--- src/rtl/mbisr_repair_mem_if.sv ---
// BIST-to-memory bus: access port, fail reporting, repair control and fault injector.
// The master side is the BIST controller; the slave side is the repairable memory.
interface mbisr_repair_mem_if #(
    parameter int ADDR_W     = 8,
    parameter int DATA_W     = 8,
    parameter int NUM_SPARES = 4
);
    localparam int IDX_W = (DATA_W > 1) ? $clog2(DATA_W) : 1;
    localparam int CNT_W = $clog2(NUM_SPARES + 1);

    logic              mem_we;
    logic [ADDR_W-1:0] mem_addr;
    logic [DATA_W-1:0] mem_wdata;
    logic [DATA_W-1:0] mem_rdata;
    logic              fail_valid;
    logic [ADDR_W-1:0] fail_addr;
    logic              bist_done;
    logic              repair_en;
    logic              inj_load;
    logic [ADDR_W-1:0] inj_addr;
    logic [IDX_W-1:0]  inj_bit;
    logic              inj_val;
    logic [CNT_W-1:0]  spares_used;
    logic              repair_fail;
    logic              repair_ok;

    modport master (
        output mem_we, mem_addr, mem_wdata, fail_valid, fail_addr, bist_done,
               repair_en, inj_load, inj_addr, inj_bit, inj_val,
        input  mem_rdata, spares_used, repair_fail, repair_ok
    );

    modport slave (
        input  mem_we, mem_addr, mem_wdata, fail_valid, fail_addr, bist_done,
               repair_en, inj_load, inj_addr, inj_bit, inj_val,
        output mem_rdata, spares_used, repair_fail, repair_ok
    );
endinterface

--- src/rtl/mbisr_repair_mem.sv ---
// Repairable memory for MBIST/BISR: main array, spare words behind a repair CAM,
// and a single stuck-at fault injector on the main-array read path.
module mbisr_repair_mem #(
    parameter int ADDR_W     = 8,
    parameter int DATA_W     = 8,
    parameter int NUM_SPARES = 4
) (
    input logic                  clk,
    input logic                  rst,
    mbisr_repair_mem_if.slave    bus
);
    localparam int IDX_W  = (DATA_W > 1) ? $clog2(DATA_W) : 1;
    localparam int CNT_W  = $clog2(NUM_SPARES + 1);
    localparam int SIDX_W = (NUM_SPARES > 1) ? $clog2(NUM_SPARES) : 1;
    localparam logic [CNT_W-1:0] MAX_CNT = CNT_W'(NUM_SPARES);

    logic [DATA_W-1:0] main_mem  [2**ADDR_W];
    logic [DATA_W-1:0] spare_mem [NUM_SPARES];
    logic [ADDR_W-1:0] tag_mem   [NUM_SPARES];
    logic [NUM_SPARES-1:0] cam_vld;

    logic [CNT_W-1:0]  spares_cnt;
    logic              repair_fail_q;
    logic              repair_ok_q;

    logic              fault_active;
    logic [ADDR_W-1:0] fault_addr;
    logic [IDX_W-1:0]  fault_bit;
    logic              fault_val;

    logic              hit_raw;
    logic              hit;
    logic [SIDX_W-1:0] hit_idx;
    logic              fail_tagged;
    logic              alloc;
    logic              alloc_same_wr;
    logic [SIDX_W-1:0] alloc_idx;
    logic [DATA_W-1:0] main_rd;

    // CAM lookups for the access address and the reported failing address
    always_comb begin
        hit_raw     = 1'b0;
        hit_idx     = '0;
        fail_tagged = 1'b0;
        for (int k = 0; k < NUM_SPARES; k++) begin
            if (cam_vld[k] && tag_mem[k] == bus.mem_addr) begin
                hit_raw = 1'b1;
                hit_idx = SIDX_W'(k);
            end
            if (cam_vld[k] && tag_mem[k] == bus.fail_addr) begin
                fail_tagged = 1'b1;
            end
        end
    end

    assign hit           = bus.repair_en && hit_raw;
    assign alloc         = bus.fail_valid && bus.repair_en && !fail_tagged && (spares_cnt < MAX_CNT);
    assign alloc_same_wr = alloc && bus.mem_we && (bus.mem_addr == bus.fail_addr);
    assign alloc_idx     = SIDX_W'(spares_cnt);

    // Fault forcing only ever touches the main-array read path, never stored data
    always_comb begin
        main_rd = main_mem[bus.mem_addr];
        if (fault_active && bus.mem_addr == fault_addr) begin
            main_rd[fault_bit] = fault_val;
        end
    end

    assign bus.mem_rdata   = hit ? spare_mem[hit_idx] : main_rd;
    assign bus.spares_used = spares_cnt;
    assign bus.repair_fail = repair_fail_q;
    assign bus.repair_ok   = repair_ok_q;

    // Data storage: arrays, tags and fault config carry no reset
    always_ff @(posedge clk) begin
        if (bus.mem_we) begin
            if (hit) begin
                spare_mem[hit_idx] <= bus.mem_wdata;
            end else if (!alloc_same_wr) begin
                main_mem[bus.mem_addr] <= bus.mem_wdata;
            end
        end
        if (alloc) begin
            tag_mem[alloc_idx]   <= bus.fail_addr;
            spare_mem[alloc_idx] <= alloc_same_wr ? bus.mem_wdata : '0;
        end
        if (bus.inj_load) begin
            fault_addr <= bus.inj_addr;
            fault_bit  <= bus.inj_bit;
            fault_val  <= bus.inj_val;
        end
    end

    // Control state: repair table occupancy, status flags, injector enable
    always_ff @(posedge clk) begin
        if (rst) begin
            spares_cnt    <= '0;
            repair_fail_q <= 1'b0;
            repair_ok_q   <= 1'b0;
            cam_vld       <= '0;
            fault_active  <= 1'b0;
        end else begin
            if (bus.inj_load) begin
                fault_active <= 1'b1;
            end
            if (alloc) begin
                cam_vld[alloc_idx] <= 1'b1;
                spares_cnt         <= spares_cnt + CNT_W'(1);
            end else if (bus.fail_valid && bus.repair_en && !fail_tagged) begin
                repair_fail_q <= 1'b1;
            end
            repair_ok_q <= bus.bist_done && !repair_fail_q;
        end
    end
endmodule

--- src/flat_wrapper.sv ---
// flat-port wrapper written by rule: the top's interface ports become plain ports
module mbisr_repair_mem_flat 
#(
    parameter int ADDR_W     = 8,
    parameter int DATA_W     = 8,
    parameter int NUM_SPARES = 4
)
  (clk, rst, bus_mem_we, bus_mem_addr, bus_mem_wdata, bus_fail_valid, bus_fail_addr, bus_bist_done, bus_repair_en, bus_inj_load, bus_inj_addr, bus_inj_bit, bus_inj_val, bus_mem_rdata, bus_spares_used, bus_repair_fail, bus_repair_ok);
  mbisr_repair_mem_if #(.ADDR_W(ADDR_W), .DATA_W(DATA_W), .NUM_SPARES(NUM_SPARES)) bus_i ();
  input logic clk;
  input logic rst;
  input wire logic [$bits(bus_i.mem_we)-1:0] bus_mem_we;
  input wire logic [$bits(bus_i.mem_addr)-1:0] bus_mem_addr;
  input wire logic [$bits(bus_i.mem_wdata)-1:0] bus_mem_wdata;
  input wire logic [$bits(bus_i.fail_valid)-1:0] bus_fail_valid;
  input wire logic [$bits(bus_i.fail_addr)-1:0] bus_fail_addr;
  input wire logic [$bits(bus_i.bist_done)-1:0] bus_bist_done;
  input wire logic [$bits(bus_i.repair_en)-1:0] bus_repair_en;
  input wire logic [$bits(bus_i.inj_load)-1:0] bus_inj_load;
  input wire logic [$bits(bus_i.inj_addr)-1:0] bus_inj_addr;
  input wire logic [$bits(bus_i.inj_bit)-1:0] bus_inj_bit;
  input wire logic [$bits(bus_i.inj_val)-1:0] bus_inj_val;
  output wire logic [$bits(bus_i.mem_rdata)-1:0] bus_mem_rdata;
  output wire logic [$bits(bus_i.spares_used)-1:0] bus_spares_used;
  output wire logic [$bits(bus_i.repair_fail)-1:0] bus_repair_fail;
  output wire logic [$bits(bus_i.repair_ok)-1:0] bus_repair_ok;
  assign bus_i.mem_we = bus_mem_we;
  assign bus_i.mem_addr = bus_mem_addr;
  assign bus_i.mem_wdata = bus_mem_wdata;
  assign bus_i.fail_valid = bus_fail_valid;
  assign bus_i.fail_addr = bus_fail_addr;
  assign bus_i.bist_done = bus_bist_done;
  assign bus_i.repair_en = bus_repair_en;
  assign bus_i.inj_load = bus_inj_load;
  assign bus_i.inj_addr = bus_inj_addr;
  assign bus_i.inj_bit = bus_inj_bit;
  assign bus_i.inj_val = bus_inj_val;
  assign bus_mem_rdata = bus_i.mem_rdata;
  assign bus_spares_used = bus_i.spares_used;
  assign bus_repair_fail = bus_i.repair_fail;
  assign bus_repair_ok = bus_i.repair_ok;
  mbisr_repair_mem #(.ADDR_W(ADDR_W), .DATA_W(DATA_W), .NUM_SPARES(NUM_SPARES)) u_core (.clk(clk), .rst(rst), .bus(bus_i));
endmodule
--- config.mk ---
export PLATFORM = sky130hd
export DESIGN_NAME = mbisr_repair_mem_flat
export DESIGN_NICKNAME = d
export VERILOG_FILES = /design/src/rtl/mbisr_repair_mem_if.sv /design/src/rtl/mbisr_repair_mem.sv /design/src/flat_wrapper.sv
export SDC_FILE = /design/constraint.sdc
export NUM_CORES = 2
export LEC_CHECK = 0
export ABC_AREA = 1
export BUFFER_PORTS_ARGS = -buffer_cell sky130_fd_sc_hd__buf_2
export CORE_MARGIN = 2
export CORE_UTILIZATION = 60
export DETAILED_ROUTE_END_ITERATION = 16
export GPL_TIMING_DRIVEN = 0
export HOLD_SLACK_MARGIN = 0.1
export PLACE_DENSITY = 0.77
export REMOVE_ABC_BUFFERS = 1
export SYNTH_ARGS = -nofsm -noshare
export SYNTH_HDL_FRONTEND = slang
export SYNTH_SLANG_ARGS = --single-unit
--- constraint.sdc ---
create_clock -name clk -period 8.2 [get_ports clk]
set_input_delay 0.41 -clock clk [delete_from_list [all_inputs] [get_ports clk]]
set_output_delay 0.41 -clock clk [all_outputs]
set_load 0.1 [all_outputs]
=== Word level (Yosys, flattened, before mapping) ===
Memories as Yosys holds them, arrays and structs flattened.
Index checks and enable logic that the tools add are counted.

* Logic and storage cells: 78
* Flip-flop bits (word level): 22
* Memory bits (writable): 2112
* Memories kept: 3
* Output and inout bits: 13
* Input bits: 43

{| class="wikitable"
|+ Memory list
! memory !! depth !! bits a word !! read ports !! clocked after memory_dff !! wr ports !! RTL line !! RTL
|-
| u_core.main_mem || 256 || 8 || 1 || 0 || 1 || mbisr_repair_mem.sv:17 || <nowiki>logic [DATA_W-1:0] main_mem [2**ADDR_W];</nowiki>
|-
| u_core.spare_mem || 4 || 8 || 1 || 0 || 2 || mbisr_repair_mem.sv:18 || <nowiki>logic [DATA_W-1:0] spare_mem [NUM_SPARES];</nowiki>
|-
| u_core.tag_mem || 4 || 8 || 4 || 0 || 1 || mbisr_repair_mem.sv:19 || <nowiki>logic [ADDR_W-1:0] tag_mem [NUM_SPARES];</nowiki>
|}

* Bitwise logic cells: 2
* Reduce and logical (&&, ||, !) cells: 21
* Magnitude comparators: 5
* Equal/unequal tests: 10
* Multiplexer cells: 28
* Add/sub/neg operators: 1

{| class="wikitable"
|+ Operators by type and width
! kind !! count
|-
| $eq 8x8->1 || 10
|-
| $mux 8 || 3
|-
| $mux 1 || 20
|-
| $logic_and 1x1->1 || 18
|-
| $bwmux 8 || 1
|-
| $lt 3x4->1 const B || 1
|-
| $mux 2 || 2
|-
| $or 4x4->4 || 1
|-
| $add 3x1->3 const B || 1
|-
| $demux 1 s3 || 1
|-
| $ge 3x1->1 const B || 1
|-
| $lt 2x3->1 const B || 1
|-
| $lt 3x3->1 const B || 1
|-
| $demux 1 s2 || 1
|-
| $ge 2x1->1 const B || 1
|-
| $logic_not 1->1 || 2
|-
| $reduce_and 2->1 || 1
|-
| $not 1->1 || 1
|}

=== Depth between registers and ports, before layout ===
An unclocked memory read counts as a cell.

* Depth after elaboration: 16
* Depth in mapped cells: 19
* Depth with buffers taken out: 17

=== Worst setup path after synthesis ===
OpenSTA, ideal clock, no wires.

* Kind: input port to output port
* Start: input bus_mem_addr[2]
* End: output bus_mem_rdata[4]
* Setup slack: 5.320 ns
* Data required time: 7.790 ns
* Stages on the path: 15
* Path buffers: 3
* Data arrival time: 2.470 ns
* Cells stage by stage: buf_4 inv_2 nor2_1 clkbuf_1 clkbuf_1 o21ai_0 nand2_1 nor2_1 nor2_1 nor2_1 nand2_1 a21oi_1 nand2_1 nand2_1 nand2_1

* Cells in the longest elaborated chain, start to end: 8
* Elaborated cells between the ends (all ways): 23
* Classes of those cells: eq/ne: 5; mux: 10; reduce/logical: 6; memory: 2

{| class="wikitable"
|+ RTL lines
! element !! RTL line !! RTL
|-
| start, declared || flat_wrapper.sv:13 || <nowiki>input wire logic [$bits(bus_i.mem_addr)-1:0] bus_mem_addr;</nowiki>
|-
| branches (longest 7 deep; another with $mem_v2 256x8) || - ||
|-
| $mux 8 (*) || mbisr_repair_mem.sv:69 || <nowiki>assign bus.mem_rdata = hit ? spare_mem[hit_idx] : main_rd;</nowiki>
|-
| end, declared || flat_wrapper.sv:23 || <nowiki>output wire logic [$bits(bus_i.mem_rdata)-1:0] bus_mem_rdata;</nowiki>
|}

Every way passes the cells marked *.

=== Worst setup path in the final report ===
* Start: input bus_mem_addr[1]
* End: memory u_core.main_mem[35][4], enable pin

* Cells in the longest elaborated chain, start to end: 10
* Elaborated cells between the ends (all ways): 19
* Classes of those cells: eq/ne: 5; mux: 8; reduce/logical: 6

{| class="wikitable"
|+ RTL lines
! element !! RTL line !! RTL
|-
| $eq 8x8->1 || mbisr_repair_mem.sv:46 || <nowiki>if (cam_vld[k] && tag_mem[k] == bus.mem_addr) begin</nowiki>
|-
| $logic_and 1x1->1 || mbisr_repair_mem.sv:46 ||
|-
| $mux 1 (4 in a row) || mbisr_repair_mem.sv:46 ||
|-
| $logic_and 1x1->1 || mbisr_repair_mem.sv:56 || <nowiki>assign hit = bus.repair_en && hit_raw;</nowiki>
|-
| $mux 1 || mbisr_repair_mem.sv:77 || <nowiki>if (hit) begin</nowiki>
|-
| $mux 1 || mbisr_repair_mem.sv:76 || <nowiki>if (bus.mem_we) begin</nowiki>
|-
| $mux 1 (implied by the code) || mbisr_repair_mem.sv:80 || <nowiki>main_mem[bus.mem_addr] <= bus.mem_wdata;</nowiki>
|-
| end, declared || mbisr_repair_mem.sv:17 ||
|}

Parallel ways exist; a longest one is shown, timed or not.

==> key figures <==
Outcome
  – Status: finished clean

Global route
  – Global routing usage on met2: 0.497
  – Grt total ovfl: 0
  – Antenna violations before repair: 4
  – Largest net degree at the start of global routing: around 160
  – Met1 usage: 0.400
  – Routing usage on met3: 0.0670
  – Vias in the first global route: ~57000
  – Most Used Layer, Global Route: met2
  – First-pass GRT wire length: between 300 and 400 mm
  – Total track usage: 0.310

Place
  – DP Wirelength: 130 mm
  – Placed cell areas: approximately 90000 um2
  – Gp weighted congestion: 0.894
  – I/O Buffers: 55
  – Post-place setup slack: 1140 ps

Timing
  – Highest Clock Rate: 0.155 GHz
  – Post-Route Skew: between 20 and 30 ps
  – Slew @ Worst Pin: around 1500 ps
  – Fin crit period: between 6000 and 7000 ps
  – Slew HR: 0.0218
  – RSZ-0062 raised after global routing: false
  – Setup WS post-layout: approximately 1800 ps
  – Final Max Slew Viols: 0
  – Final hold violations: 0
  – Final period util: 0.786
  – Final setup viols: 0

Die
  – Die area: 148000 um2
  – Die X: 385 um
  – Rows: approximately 140
  – Starting Density: 0.605
  – Die Y: about 380 um
  – # IOs: 56
  – Core area: around 140000 um2

Detailed routing
  – Routed WL per cell: between 20 and 25 um
  – Via Count: between 50000 and 60000
  – Final wirelength: 230 mm
  – Vias/cell: 6.00
  – DRC errors left: 0
  – Initial DRC count: between 8000 and 9000
  – DR pass1 iterations: 6
  – Antenna Nets Post-Route: 0

Synth
  – Synthesized flop and latch total: around 2100
  – Top_reg_cell synth: edfxtp_1
  – Syn Area/Cell: between 10 and 15 um2
  – Post-synthesis sequential area ratio: 0.735
  – Most frequent cell after synthesis: nand2_1
  – Asr flop ratio synth: 0
  – Top cell type's share of synthesized area: 0.732
  – Warnings from Yosys: 0
  – Most frequent cells after synthesis: nand2_1, edfxtp_1, nor2_1, nand3_1, clkbuf_1
  – Synth Instances: around 7800
  – Synth cell types: 44
  – Post-synth top area cell: edfxtp_1
  – Mapped Area: 87100 um2
  – Number of enable flip-flop cells after synthesis: between 2000 and 2500
  – Dominant cells by area after synthesis: edfxtp_1, nand2_1, nor2_1, nand3_1, nand4_1

CTS
  – Max H-tree Level: 4
  – Clock Latency Late Sink: 850 ps
  – Clock buffer depth: 3
  – CTS tree: built
  – Postcts setup bufs: 0
  – Num CTS Buffers: 200
  – Worst-path clk slew: roughly 60 ps
  – Root Driver: clkbuf_16
  – Clk sinks: between 2000 and 2500

Setup path
  – Setup crit end kind: register
  – WS Path Type: in -> reg
  – WP data required: slightly below 9000 ps
  – Setup crit start kind: primary input
  – Largest fanout on the critical path: 96
  – Crit path DAT: 6890 ps

Finish
  – Final design utilization: 0.669
  – Area grow syn2layout: 10.5%
  – Final net count: about 7800
  – Final Instance Area: 96200 um2
  – Fraction of layout cells with a size suffix above 1: 0.0571
  – Antenna diode count: 0

Power
  – VDD IR max: about 290 uV
  – P per Cell Area: roughly 230 nW/um2
  – Pleak: ~36 nW

Worst hold path
  – Worst Hold Class: in -> reg

Flow run
  – Max_cap viols: 0
[routing by layer]
layer,share of wire,vias up
li1,-,26184
met1,0.35,28131
met2,0.47,3776
met3,0.12,729
met4,0.056,0
met5,0,-
[area by class of cell]
cell class	instances	area, um2
Timing Repair Buffer	154	2260
Fill cell	9745	47600
Sequential cell	2134	64000
Clock buffer	250	5280
Clock inverter	113	812
Multi-Input combinational cell	5113	21000
Tap cell	1903	2380
Inverter	133	532
[logic make-up after synthesis]
logic type / Yosys count / share of synthesized area
AND/OR/NAND/NOR: 4705 / 0.214
flip-flops: 2134 / 0.735
XOR/XNOR: 22 / 0.00221
AO/OA/AOI/OAI: 382 / 0.0237
buffers and inverters: 509 / 0.0248
adder cells (fa/ha/maj): 4 / 0.000575
[registers in the layout, indices dropped and copies added (netlist names)]
register                cells
u_core.bus.repair_fail      1
u_core.bus.repair_ok        1
u_core.spare_mem           32
u_core.bus.spares_used      3
u_core.cam_vld              4
u_core.main_mem          2048
u_core.fault_bit            3
u_core.fault_active         1
u_core.fault_addr           8
u_core.fault_val            1
u_core.tag_mem             32
[layout by cell type (no fill, tap or decap), types with 23 or more instances in the layout]
cell type | Yosys | routed
nand4_1 | 142 | 142
clkbuf_16 | 0 | 204
buf_12 | 1 | 36
buf_2 | 134 | 45
nor2_1 | 536 | 528
a21oi_1 | 122 | 122
nor2_2 | 21 | 23
o21ai_0 | 137 | 137
buf_16 | 0 | 30
edfxtp_1 | 2124 | 2124
inv_1 | 119 | 118
clkinv_1 | 6 | 58
nand3_1 | 243 | 243
a22oi_1 | 40 | 40
nand2_1 | 3718 | 3717
clkbuf_1 | 205 | 46
dlygate4sd3_1 | 0 | 29
clkinv_2 | 0 | 37
o21ai_1 | 57 | 57
[where the power goes]
part / total (mW) / switching [mW] / internal (mW)
clock: 8.76 / 3.93 / 4.83
sequential: 12.0 / 0.0144 / 12.0
combinational: 1.39 / 1.06 / 0.325
[worst max-delay path: stages]
cell,delay (ps)
buf_8,350
inv_8,330
buf_16,380
buf_16,260
o21ai_0,300
nor3_1,80
nand3_1,60
or2_1,450
nand3_4,140
a21oi_4,1080
nand3_1,1470
nor2_1,1220
[worst paths after layout]
path / endpoint / slack (ps) / start / cells after the start
max: u_core.main_mem[35][4] / 1760 / bus_mem_addr[1] / 12
min: u_core.main_mem[135][0] / 130 / bus_mem_wdata[0] / 1
max reg2reg: u_core.main_mem[35][4] / 2610 / u_core.tag_mem[1][1] / 8
min reg2reg: u_core.cam_vld[2] / 480 / u_core.cam_vld[2] / 2
[metrics by stage]
stage          hold WS, ps  TNS (ps)  power [mW]  cells
3_5_place_dp           465         0        13.6   9407
4_1_cts                114         0        22.2   9799
5_1_grt                146         0        22.7   9800
2_1_floorplan          432  -3044940        13.0   7380
3_3_place_gp           458         -        13.8   9338
6_report               133         0        22.2   9800
[timing repair]
action,CTS,global route
resized for setup,0,0
endpoints found under the hold margin,156,0
hold buffers,29,0
Power figures use the tool's default switching activity.
